## src/rtl/flag_unit_if.sv

```systemverilog
// Flag-unit bundle: ALU flag inputs, control-unit requests, and the flag/branch results.
interface flag_unit_if;
    logic       alu_c;
    logic       alu_z;
    logic       flg_c_ld;
    logic       flg_z_ld;
    logic       flg_c_set;
    logic       flg_c_clr;
    logic       i_set;
    logic       i_clr;
    logic       intr;
    logic       int_ack;
    logic       reti;
    logic       reti_ien;
    logic [2:0] br_cond;
    logic       c_flag;
    logic       z_flag;
    logic       cin;
    logic       i_flag;
    logic       int_req;
    logic       br_take;

    modport master (
        output alu_c, alu_z, flg_c_ld, flg_z_ld, flg_c_set, flg_c_clr,
        output i_set, i_clr, intr, int_ack, reti, reti_ien, br_cond,
        input  c_flag, z_flag, cin, i_flag, int_req, br_take
    );

    modport slave (
        input  alu_c, alu_z, flg_c_ld, flg_z_ld, flg_c_set, flg_c_clr,
        input  i_set, i_clr, intr, int_ack, reti, reti_ien, br_cond,
        output c_flag, z_flag, cin, i_flag, int_req, br_take
    );
endinterface

```

## src/rtl/flag_unit.sv

```systemverilog
// Purpose: C/Z/I flag registers, interrupt shadow and pending latch, branch evaluation.
// Latency: flag updates visible one edge after the request; int_req/br_take combinational from registers.
// Backpressure: none, every request is accepted on the edge it is presented.
module flag_unit #(
    parameter bit INT_EDGE = 1'b1,
    parameter bit RESET_I  = 1'b0
) (
    input logic      clk,
    input logic      rst_n,
    flag_unit_if.slave fi
);

    logic c_q;
    logic z_q;
    logic sh_c_q;
    logic sh_z_q;
    logic i_q;
    logic pend_q;
    logic intr_q;
    logic ack;
    logic rise;

    // INT_ACK loses to RETI in every respect, including clearing the pending latch.
    assign ack  = fi.int_ack & ~fi.reti;
    assign rise = fi.intr & ~intr_q;

    always_ff @(posedge clk) begin
        if (!rst_n) begin
            c_q    <= 1'b0;
            z_q    <= 1'b0;
            sh_c_q <= 1'b0;
            sh_z_q <= 1'b0;
            i_q    <= RESET_I;
            pend_q <= 1'b0;
            intr_q <= 1'b0;
        end else begin
            intr_q <= fi.intr;

            if (INT_EDGE) begin
                if (rise)
                    pend_q <= 1'b1;
                else if (ack)
                    pend_q <= 1'b0;
            end else begin
                pend_q <= fi.intr & ~ack;
            end

            if (fi.reti) begin
                c_q <= sh_c_q;
                z_q <= sh_z_q;
                i_q <= fi.reti_ien;
            end else begin
                if (fi.flg_c_clr)
                    c_q <= 1'b0;
                else if (fi.flg_c_set)
                    c_q <= 1'b1;
                else if (fi.flg_c_ld)
                    c_q <= fi.alu_c;

                if (fi.flg_z_ld)
                    z_q <= fi.alu_z;

                if (ack) begin
                    sh_c_q <= c_q;
                    sh_z_q <= z_q;
                    i_q    <= 1'b0;
                end else if (fi.i_clr) begin
                    i_q <= 1'b0;
                end else if (fi.i_set) begin
                    i_q <= 1'b1;
                end
            end
        end
    end

    always_comb begin
        fi.br_take = 1'b0;
        case (fi.br_cond)
            3'b000:  fi.br_take = 1'b1;
            3'b001:  fi.br_take = ~c_q;
            3'b010:  fi.br_take = c_q;
            3'b011:  fi.br_take = z_q;
            3'b100:  fi.br_take = ~z_q;
            default: fi.br_take = 1'b0;
        endcase
    end

    assign fi.c_flag  = c_q;
    assign fi.z_flag  = z_q;
    assign fi.cin     = c_q;
    assign fi.i_flag  = i_q;
    assign fi.int_req = pend_q & i_q;

endmodule

```

## src/flat_wrapper.sv

```systemverilog
// flat-port wrapper written by rule: the top's interface ports become plain ports
module flag_unit_flat 
#(
    parameter bit INT_EDGE = 1'b1,
    parameter bit RESET_I  = 1'b0
)
  (clk, rst_n, fi_alu_c, fi_alu_z, fi_flg_c_ld, fi_flg_z_ld, fi_flg_c_set, fi_flg_c_clr, fi_i_set, fi_i_clr, fi_intr, fi_int_ack, fi_reti, fi_reti_ien, fi_br_cond, fi_c_flag, fi_z_flag, fi_cin, fi_i_flag, fi_int_req, fi_br_take);
  flag_unit_if fi_i ();
  input logic clk;
  input logic rst_n;
  input wire logic [$bits(fi_i.alu_c)-1:0] fi_alu_c;
  input wire logic [$bits(fi_i.alu_z)-1:0] fi_alu_z;
  input wire logic [$bits(fi_i.flg_c_ld)-1:0] fi_flg_c_ld;
  input wire logic [$bits(fi_i.flg_z_ld)-1:0] fi_flg_z_ld;
  input wire logic [$bits(fi_i.flg_c_set)-1:0] fi_flg_c_set;
  input wire logic [$bits(fi_i.flg_c_clr)-1:0] fi_flg_c_clr;
  input wire logic [$bits(fi_i.i_set)-1:0] fi_i_set;
  input wire logic [$bits(fi_i.i_clr)-1:0] fi_i_clr;
  input wire logic [$bits(fi_i.intr)-1:0] fi_intr;
  input wire logic [$bits(fi_i.int_ack)-1:0] fi_int_ack;
  input wire logic [$bits(fi_i.reti)-1:0] fi_reti;
  input wire logic [$bits(fi_i.reti_ien)-1:0] fi_reti_ien;
  input wire logic [$bits(fi_i.br_cond)-1:0] fi_br_cond;
  output wire logic [$bits(fi_i.c_flag)-1:0] fi_c_flag;
  output wire logic [$bits(fi_i.z_flag)-1:0] fi_z_flag;
  output wire logic [$bits(fi_i.cin)-1:0] fi_cin;
  output wire logic [$bits(fi_i.i_flag)-1:0] fi_i_flag;
  output wire logic [$bits(fi_i.int_req)-1:0] fi_int_req;
  output wire logic [$bits(fi_i.br_take)-1:0] fi_br_take;
  assign fi_i.alu_c = fi_alu_c;
  assign fi_i.alu_z = fi_alu_z;
  assign fi_i.flg_c_ld = fi_flg_c_ld;
  assign fi_i.flg_z_ld = fi_flg_z_ld;
  assign fi_i.flg_c_set = fi_flg_c_set;
  assign fi_i.flg_c_clr = fi_flg_c_clr;
  assign fi_i.i_set = fi_i_set;
  assign fi_i.i_clr = fi_i_clr;
  assign fi_i.intr = fi_intr;
  assign fi_i.int_ack = fi_int_ack;
  assign fi_i.reti = fi_reti;
  assign fi_i.reti_ien = fi_reti_ien;
  assign fi_i.br_cond = fi_br_cond;
  assign fi_c_flag = fi_i.c_flag;
  assign fi_z_flag = fi_i.z_flag;
  assign fi_cin = fi_i.cin;
  assign fi_i_flag = fi_i.i_flag;
  assign fi_int_req = fi_i.int_req;
  assign fi_br_take = fi_i.br_take;
  flag_unit #(.INT_EDGE(INT_EDGE), .RESET_I(RESET_I)) u_core (.clk(clk), .rst_n(rst_n), .fi(fi_i));
endmodule
```

## config.mk

```make
export PLATFORM = sky130hd
export DESIGN_NAME = flag_unit_flat
export DESIGN_NICKNAME = d
export VERILOG_FILES = /design/src/rtl/flag_unit_if.sv /design/src/rtl/flag_unit.sv /design/src/flat_wrapper.sv
export SDC_FILE = /design/constraint.sdc
export NUM_CORES = 1
export LEC_CHECK = 0
export CORE_AREA = 2 2 39 41
export DETAILED_ROUTE_END_ITERATION = 16
export DIE_AREA = 0 0 41 43
export PLACE_DENSITY = 0.68
export SYNTH_ARGS = -nofsm -noshare
export SYNTH_HDL_FRONTEND = slang
export SYNTH_SLANG_ARGS = --single-unit
```

## constraint.sdc

```tcl
create_clock -name clk -period 1.9 [get_ports clk]
set_input_delay 0.38 -clock clk [delete_from_list [all_inputs] [get_ports clk]]
set_output_delay 0.38 -clock clk [all_outputs]
set_load 0.02 [all_outputs]
```

==> qor.txt <==
RSZ-0062 raised after global routing = no
CP max-delay cell = clkdlybuf4s50_1
largest cells by area after synthesis = dfxtp_1 42%, nor2b_1 9.3%, mux2i_1 9.0%, and2_1 7.5%, nand2_1 5.6%
final wirelength = 830 um
DR vias = 344
Post-synth ARST share = 0%
hold_buf cts = 0
WP data arrival = 1470 ps
Final Core Density = 43.9%
Total Routing Usage GR = 10.6%
R2R depth = 4
post-synthesis mux area share = 12.3%
# setup viols final = 0
DRC = 0
Highest Clock Rate = 541 MHz
Final Slew Violations = 0
power after layout = 373 uW
critical-path cell list = clkdlybuf4s50_1 -> nand2_1 -> a32o_1 -> o32ai_1 -> buf_2
final period utilization = 97.4%
top-count cell post-synth = dfxtp_1
synthesized area = 335 um^2
share of layout cells above drive strength 1 = 12.7%
setup slack after layout = 50.2 ps
Worst Tran Pin Value = 240 ps
Reg clk slew, reported paths = 50 ps
post-synth top area cell = dfxtp_1
crit path time final = 1850 ps
worst hold path type = flip-flop to flip-flop
CTS tree = done
clock skew = 0.182 ps
Chip Width = 41 um
Post-synth EDFFs = 0
Setup Buffers After CTS = 0
max-cap violation count = 0
initial antenna violation count = 0
Max-Slew Margin vs Limit = 83.8%
Synth Area in Compound Gates = 14.9%
Ant. Diodes = 0
Post-Syn Instances = 36
Syn Nets = 53
Worst Path Required = 1520 ps
Critical Path End Type = primary output
Top delay family on crit path = buffers and inverters
Max clock buf depth = 2
routability cong. = 0.679
H-Tree Depth = 1
Multi-input gate area = 188 um^2
1st-iter DRT viols = 3
crit-path max FO = 3
post-synth cell types = 15
Detailed Place HPWL = 612 um
row count = 14
Final Non-Filler Cells = 79
Hold Path Depth = 2
DR pass1 iterations = 4
post-synthesis xor/xnor area fraction = 0%
CTS Sinks = 7
die area = 1760 um^2
worst ir drop on vdd = 251 uV
cts bufs inserted = 3
average size of a mapped cell = 9.31 um^2
r2r endpoint = u_core.fi.c_flag
r2r setup slk = 800 ps
Post-Synth Simple-Gate Area = 28.7%
initial core utilization = 24.2%
Core Region = 1380 um^2
grt ovf = 0
leading post-synthesis cells by instance count = 7 x dfxtp_1, 5 x nand2_1, 5 x nor2b_1, 4 x and2_1, 3 x mux2i_1
first-pass GRT wire length = 1210 um
largest net degree at the start of global routing = 8
Routed WL per cell = 10.5 um
register area = 140 um^2
Place WS = -447 ps
Die Y = 43 um
Antenna Violating Nets Remaining = 0
final net count = 81
R2R Path Start = u_core.fi.c_flag
number of global-route vias before repair = 310
Leak = 0.251 nW
adder-cell share of the synthesized area = 0%
critical path launch point type = input port
Hold Crit Endpoint = u_core.fi.c_flag
top cell type's share of synthesized area = 41.8%
status = finished, final reports clean
dpl cells = 75
Synth Warn # = 0
Fin Setup TNS = 0 ps
Clk Latency, worst-skew pair = 250 ps
P per Cell Area = 615 nW/um^2
CP peak stage delay = 500 ps
I/O pins = 23
Final Hold Viols = 0
critical hold path startpoint = u_core.sh_c_q
register area share after synthesis = 41.8%
Layout area overhead = 81.0%
Buf+Inv Stages, Crit Path = 2
IO Port Bufs = 22
FF+latch count, synth = 7
Filler cells = 153
predominant post-synthesis flop cell = dfxtp_1
Setup CP Type = input port to primary output
CTS Root Cell = clkbuf_4
largest family of logic cells by synthesized area = simple AND/OR/NAND/NOR gates
via/cell ratio = 4.35
==> state kept, by name (all words and copies together), names as in the netlist <==
register and count:
u_core.sh_z_q 1, u_core.fi.c_flag 1, u_core.fi.i_flag 1, u_core.pend_q 1
u_core.intr_q 1, u_core.sh_c_q 1, u_core.fi.z_flag 1
==> report_power, final <==
part	total, mW	internal [mW]	leakage [nW]	switching, mW
Sequential	0.156	0.153	0.0574	0.00322
Combinational	0.0808	0.0524	0.178	0.0284
Clock	0.136	0.0802	0.0150	0.0560
Total	0.373	0.286	0.251	0.0876
==> repair_timing <==
| item | 4_1_cts | 5_1_grt |
|---|---|---|
| pin swaps | 0 | 0 |
| endpoints found under the hold margin | 0 | 0 |
| resized for setup | 5 | 1 |
| endpoints found under the setup margin | 1 | 1 |
| cloned | 0 | 0 |
==> per-layer routing <==
layer / up-vias / share of wire (%) / wire length [um] / GRT usage, %
li1: 178 / - / - / -
met1: 151 / 48 / 397 / 13.2
met2: 15 / 42 / 348 / 13.1
met3: 0 / 10 / 84 / 2.09
met4: 0 / 0 / 0 / 12.0
met5: - / 0 / 0 / 0
==> stage by stage <==
step,area [um^2],hold WS [ps]
3_3_place_gp,583,450
5_1_grt,607,492
4_1_cts,604,465
2_1_floorplan,335,441
6_report,607,462
3_5_place_dp,583,455
==> placed cells by master (no fill, tap or decap), drive strengths merged, types with 2 or more instances in the layout <==
cell,instances
clkdlybuf4s50,20
dfxtp,7
nand2,5
nor2b,5
and2,4
clkbuf,4
mux2i,3
buf,3
o21ai,2
nor2,2
==> cell type report <==
class	instances	share of cell area [%]
Clock buffer	4	4.33
Multi-Input combinational cell	28	30.9
Sequential cell	7	23.1
Tap cell	16	3.30
Timing Repair Buffer	24	38.4
==> tightest hold or removal path, stage by stage, from the launching register on <==
cell and delay (ps):
dfxtp_1 310, nand2_1 50, a21boi_0 60
==> logic make-up after synthesis <==
kind of cell           count (synthesis)
AOI/OAI and AO/OA                      7
buffers and inverters                  1
DFF                                    7
muxes                                  4
and+or+nand+nor                       17
==> worst max-delay path by stage <==
stage / cells after the start / endpoint / start / slack (ps)
3_3_place_gp: 5 / fi_br_take / fi_br_cond[1] / -420
3_5_place_dp: 5 / fi_br_take / fi_br_cond[1] / -450
5_1_grt: 5 / fi_br_take / fi_br_cond[0] / 0.7
4_1_cts: 5 / fi_br_take / fi_br_cond[1] / 3
6_report: 5 / fi_br_take / fi_br_cond[0] / 50
2_1_floorplan: 3 / fi_br_take / u_core.fi.z_flag / 360
Power figures use the tool's default switching activity.
